**src/rtl/mul_seq_xnyn.sv**
```systemverilog
// Sequential shift-add multiplier: one multiplier bit per clock, LSB first,
// with sign-magnitude handling for two's-complement operands and valid/ready handshakes.
module mul_seq_xnyn #(
    parameter  int X_WIDTH = 8,
    parameter  int Y_WIDTH = 8,
    localparam int P_WIDTH = X_WIDTH + Y_WIDTH
) (
    input  logic               clk,
    input  logic               rst,
    input  logic               in_valid,
    output logic               in_ready,
    input  logic [X_WIDTH-1:0] x,
    input  logic [Y_WIDTH-1:0] y,
    input  logic               is_signed,
    output logic               out_valid,
    input  logic               out_ready,
    output logic [P_WIDTH-1:0] p
);

    localparam int CNT_W = $clog2(Y_WIDTH + 1);
    localparam logic [CNT_W-1:0] LAST = CNT_W'(Y_WIDTH - 1);

    typedef enum logic [1:0] {IDLE, BUSY, DONE} state_t;

    state_t             state, state_next;
    logic [P_WIDTH-1:0] acc, x_sh, addend, acc_sum;
    logic [Y_WIDTH:0]   y_sh;
    logic [CNT_W-1:0]   cnt;
    logic               sign;
    logic               accept;

    // One extra bit keeps the magnitude of the most negative operand exact.
    logic [X_WIDTH:0] x_ext, x_mag;
    logic [Y_WIDTH:0] y_ext, y_mag;

    always_comb begin
        x_ext = {is_signed & x[X_WIDTH-1], x};
        y_ext = {is_signed & y[Y_WIDTH-1], y};
        x_mag = x_ext[X_WIDTH] ? -x_ext : x_ext;
        y_mag = y_ext[Y_WIDTH] ? -y_ext : y_ext;
    end

    assign in_ready = (state == IDLE) && !rst;
    assign accept   = in_valid && in_ready;
    assign addend   = y_sh[0] ? x_sh : '0;
    assign acc_sum  = acc + addend;

    always_ff @(posedge clk) begin
        if (rst) begin
            state <= IDLE;
        end else begin
            state <= state_next;
        end
    end

    always_comb begin
        state_next = state;
        case (state)
            IDLE:    if (in_valid)       state_next = BUSY;
            BUSY:    if (cnt == LAST)    state_next = DONE;
            DONE:    if (out_ready)      state_next = IDLE;
            default:                     state_next = IDLE;
        endcase
    end

    always_ff @(posedge clk) begin
        if (rst) begin
            acc       <= '0;
            x_sh      <= '0;
            y_sh      <= '0;
            cnt       <= '0;
            sign      <= 1'b0;
            p         <= '0;
            out_valid <= 1'b0;
        end else if (accept) begin
            acc  <= '0;
            cnt  <= '0;
            x_sh <= {{(Y_WIDTH - 1){1'b0}}, x_mag};
            y_sh <= y_mag;
            sign <= is_signed & (x[X_WIDTH-1] ^ y[Y_WIDTH-1]);
        end else if (state == BUSY) begin
            acc  <= acc_sum;
            x_sh <= x_sh << 1;
            y_sh <= y_sh >> 1;
            cnt  <= cnt + CNT_W'(1);
            if (cnt == LAST) begin
                p         <= sign ? -acc_sum : acc_sum;
                out_valid <= 1'b1;
            end
        end else if (state == DONE && out_ready) begin
            out_valid <= 1'b0;
        end
    end

endmodule

```
**config.mk**
```make
export PLATFORM = sky130hd
export DESIGN_NAME = mul_seq_xnyn
export DESIGN_NICKNAME = d
export VERILOG_FILES = /design/src/rtl/mul_seq_xnyn.sv
export SDC_FILE = /design/constraint.sdc
export NUM_CORES = 1
export LEC_CHECK = 0
export CAP_MARGIN = 10
export CORE_MARGIN = 2
export CORE_UTILIZATION = 45
export CTS_BUF_LIST = sky130_fd_sc_hd__clkbuf_4
export DETAILED_ROUTE_END_ITERATION = 10
export GPL_ROUTABILITY_DRIVEN = 0
export PLACE_DENSITY = 0.66
export SLEW_MARGIN = 15
export SYNTH_ARGS = -nofsm -noshare
export SYNTH_HDL_FRONTEND = slang
export SYNTH_SLANG_ARGS = --single-unit
export TNS_END_PERCENT = 30
```
**constraint.sdc**
```tcl
create_clock -name clk -period 6.5 [get_ports clk]
set_input_delay 1.3 -clock clk [delete_from_list [all_inputs] [get_ports clk]]
set_output_delay 1.3 -clock clk [all_outputs]
set_load 0.03 [all_outputs]
```
## Word-level counts from Yosys, hierarchy flattened

Index checks and enable logic that the tools add are counted.

- Register bits: 65
- Input bits: 21
- Output and inout bits: 18
- Logic and storage cells: 51

- Add/subtract/negate cells: 5
- Equal/unequal tests: 6
- Mux-type cells: 15
- Bitwise gates (word level): 5
- Reductions and logical operators: 11

Operators with widths:

| operator | count |
|---|---|
| $mux W9 | 6 |
| $mux W16 | 2 |
| $neg A9 Y9 | 2 |
| $add A16 B16 Y16 | 1 |
| $neg A16 Y16 | 1 |
| $reduce_and A3 Y1 | 3 |
| $mux W2 | 3 |
| $ne A2 B2 Y1 const B | 3 |
| $pmux W2 S3 | 1 |
| $add A4 B1 Y4 const B | 1 |
| $eq A4 B3 Y1 const B | 1 |
| $reduce_bool A2 Y1 | 2 |
| $and A1 B1 Y1 | 3 |
| $logic_and A1 B1 Y1 | 3 |
| $mux W1 | 3 |
| $eq A2 B1 Y1 const B | 1 |
| $eq A2 B2 Y1 const B | 1 |
| $logic_not A2 Y1 | 1 |
| $reduce_or A2 Y1 | 1 |
| $logic_not A1 Y1 | 1 |
| $not A1 Y1 | 1 |
| $xor A1 B1 Y1 | 1 |

## Depth between registers and ports, before layout

- Depth in word-level cells: 5
- Gate-level depth with buffers: 13
- Gate-level depth less buffers: 12

## Least setup slack after synthesis

Ideal clock, no wire load.

- Path kind: input to output
- Start point: input port rst
- End point: output port in_ready
- Data arrival time: 2.144 ns
- Data required time: 5.200 ns
- Path slack: 3.056 ns
- Stages: 2
- Buffers on the path: 1
- Cells stage by stage: clkbuf_1 > nor3_1

- Cells in the longest elaborated chain, start to end: 2

Ends and longest elaborated chain:

| what | line | source |
|---|---|---|
| start, declared | 9 | `input logic rst,` |
| $logic_not A1 Y1 | 43 | `assign in_ready = (state == IDLE) && !rst;` |
| $logic_and A1 B1 Y1 | 43 |  |
| end, declared | 11 | `output logic in_ready,` |

Every way passes these cells.

## Worst setup path after layout

Same ends and word-level chain as after synthesis.

==> results.json <==
{
  "fmax_mhz": 241,
  "slew_violations": 0,
  "synth_edf_count": 0,
  "grt.overflow.total": 0,
  "finalNonFillerCells": 632,
  "reg2regPathDepth": 12,
  "synth-seq-cells": 65,
  "multi_input_area_um2": 2390,
  "p_per_area_nw_per_um2": 185,
  "cp.arrival_ns": 2.85,
  "path_cells": "clkdlybuf4s50_1 > buf_4 > nor3_1 > clkdlybuf4s50_1",
  "ys_seq_area_frac": 0.341,
  "cp_common_cell": "clkdlybuf4s50_1",
  "max-cap-violations": 0,
  "crit_family": "buffers and inverters",
  "pwr-share-comb": 0.136,
  "reg2reg_slack_ns": 2.80,
  "worst_path_largest_cell_delay_ns": 0.70,
  "clk_path_buf_depth": 2,
  "tns_ns": 0,
  "yosysTopAreaCellShare": 0.341,
  "dpl.hpwl_um": 6380,
  "regArea_um2": 1300,
  "wl_per_cell_um": 13.9,
  "ys_warn_count": 0,
  "track_usage": 0.196,
  "fin_crit_ns": 4.15,
  "dieArea_um2": 9240,
  "fin_crit_sh": 0.638,
  "sw_frac_of_total": 0.298,
  "rows": 33,
  "cts_tree": "done",
  "yosysUniqueCellTypes": 52,
  "synth.avg_cell_area_um2": 7.75,
  "vias": 3441,
  "postCtsSetupBuffers": 0,
  "ys.flop_type": "dfxtp_1",
  "fillers": 834,
  "drc": 0,
  "layout-drive-gt1-share": 0.0626,
  "cts_sinks": 65,
  "antennaDiodeCount": 0,
  "path_max_fanout": 41,
  "numPlacedInstances": 616,
  "critPathKind": "input pin to output port",
  "via_per_inst": 5.44,
  "internal_power_uw": 574,
  "start_util": 0.465,
  "vdd_ir_drop_max_mv": 0.101,
  "path_buf_inv": 3,
  "clk_latency_ns": 0.43,
  "grt_max_degree": 45,
  "clockRootBuffer": "clkbuf_4",
  "clk_pin_slew_ns": 0.13,
  "place_area_um2": 4280,
  "hold_buffers": 0,
  "post_synth_most_frequent_cells": "nand2_1, dfxtp_1, a21oi_1",
  "r2r-end": "p[15]",
  "drtIter0Drc": 135,
  "die_height_um": 96.2,
  "hold_path_end": "p[8]",
  "pwr-share-clk": 0.351,
  "routed_wl_um": 8800,
  "cp-end-kind": "output port",
  "fin_skew_ns": 0.0157,
  "cts_made_buffers": 9,
  "io_buffers": 38,
  "cp.required_ns": 5.20,
  "worstHoldStart": "p[8]",
  "layout.nets": 563,
  "grt_pass1_vias": 2986,
  "syn2layout_area_growth_pct": 15.7,
  "rsz0062_at_grt": "no",
  "relSlewSlack": 0.280,
  "finalSetupViolCount": 0,
  "grt_antenna_before_repair": 0,
  "final_antenna_net_count": 0,
  "async_reset_ff_frac": 0,
  "worst_hold_slack_ns": 0.459,
  "cts_max_level": 3,
  "outcome": "finished clean",
  "pin_count": 39,
  "cts_resized": 0,
  "p_leak_uw": 0.00172,
  "yosysMostFrequentCell": "nand2_1",
  "hold_depth": 2,
  "start_kind": "input pin",
  "worst_slew_pin_slew_ns": 1.08,
  "die_w_um": 96.2,
  "synth_area_leaders": "dfxtp_1, nand2_1, a21oi_1",
  "r2r-start": "y_sh[0]",
  "synth_nets": 534,
  "seqPwrFrac": 0.513,
  "core_area_um2": 8220,
  "hold_class": "flop to flop",
  "grt_pass1_wl_um": 14100,
  "synth_cells": 493,
  "design_area_um2": 4420,
  "finalHoldViolations": 0,
  "syn-cell-area_um2": 3820,
  "first_pass_iters": 5,
  "critPathSlowestCell": "clkdlybuf4s50_1",
  "yosysTopAreaCell": "dfxtp_1",
  "switching_power_uw": 244,
  "finish.utilization": 0.538
}
## area by class of cell
class,instances,share of cell area
Tap cell,105,0.0297
Timing Repair Buffer,42,0.0928
Sequential cell,65,0.294
Clock buffer,9,0.0153
Clock inverter,7,0.0175
Multi-Input combinational cell,393,0.541
Inverter,11,0.00934
## cells in the final DEF, fill, tap and decap left out, drive strengths merged, types with 4 or more instances in the layout
cell	instances
nor3	13
nand3	14
o41ai	4
ha	19
dfxtp	65
nor2	37
a211oi	12
nor2b	4
clkbuf	9
xor2	23
nand2	90
inv	13
a21oi	63
o21ai	14
nand2b	5
a22oi	10
and2	19
clkdlybuf4s50	38
xnor2	14
a31oi	6
buf	4
## per-stage QoR
step / total power, uW / worst slack, ns
after CTS: 824 / 2.36
after global routing: 857 / 2.28
after global placement: 538 / 2.37
final: 818 / 2.35
after floorplan: 502 / 3.06
after detailed placement: 540 / 2.36
## cell families (layout without fill, tap and decap cells)
logic type / count (synthesis) / after routing / share of synthesized area
buf+inv: 35 / 69 / 0.0344
xor+xnor: 37 / 37 / 0.0848
compound gates: 134 / 134 / 0.226
simple gates: 200 / 200 / 0.242
fa+ha+maj: 20 / 20 / 0.0675
flops: 65 / 65 / 0.341
mux: 2 / 2 / 0.00524
## worst reg2reg max path: stages, from the launching register on
cell	delay, ns
dfxtp_1	0.46
and2_1	0.21
ha_1	0.20
fa_1	0.43
a211oi_1	0.34
o21bai_1	0.13
a21oi_1	0.23
xnor2_1	0.17
or3b_2	0.55
or2_2	0.32
o41ai_2	0.31
mux2i_1	0.23
nand2_1	0.06
## registers in the layout, summed over array words and instances, names as in the netlist
| signal | cells |
|---|---|
| acc | 16 |
| p | 16 |
| x_sh | 16 |
| y_sh | 9 |
| cnt | 4 |
| state | 2 |
| out_valid | 1 |
| sign | 1 |
## power groups by stage
stage | Combinational (uW) | Clock [uW] | Sequential [uW]
floorplan | 78.2 | 0 | 424
finish | 112 | 287 | 419
CTS | 112 | 293 | 419
detailed placement | 112 | 0 | 428
global route | 125 | 311 | 421
global placement | 110 | 0 | 428
## how the worst max path moves through the flow
stage | from | to | cells after the start
floorplan | rst | in_ready | 2
global placement | rst | in_ready | 4
detailed placement | rst | in_ready | 4
CTS | rst | in_ready | 4
global route | rst | in_ready | 4
finish | rst | in_ready | 4
## layer usage
layer  vias up  GRT usage  part of all wire
li1       1790          -                 -
met1      1566      0.268              0.48
met3        15     0.0415             0.049
met2        70      0.303              0.45
met4         0     0.0690             0.019
met5         -          0                 0
No activity file was read; power rests on OpenSTA's default activity.
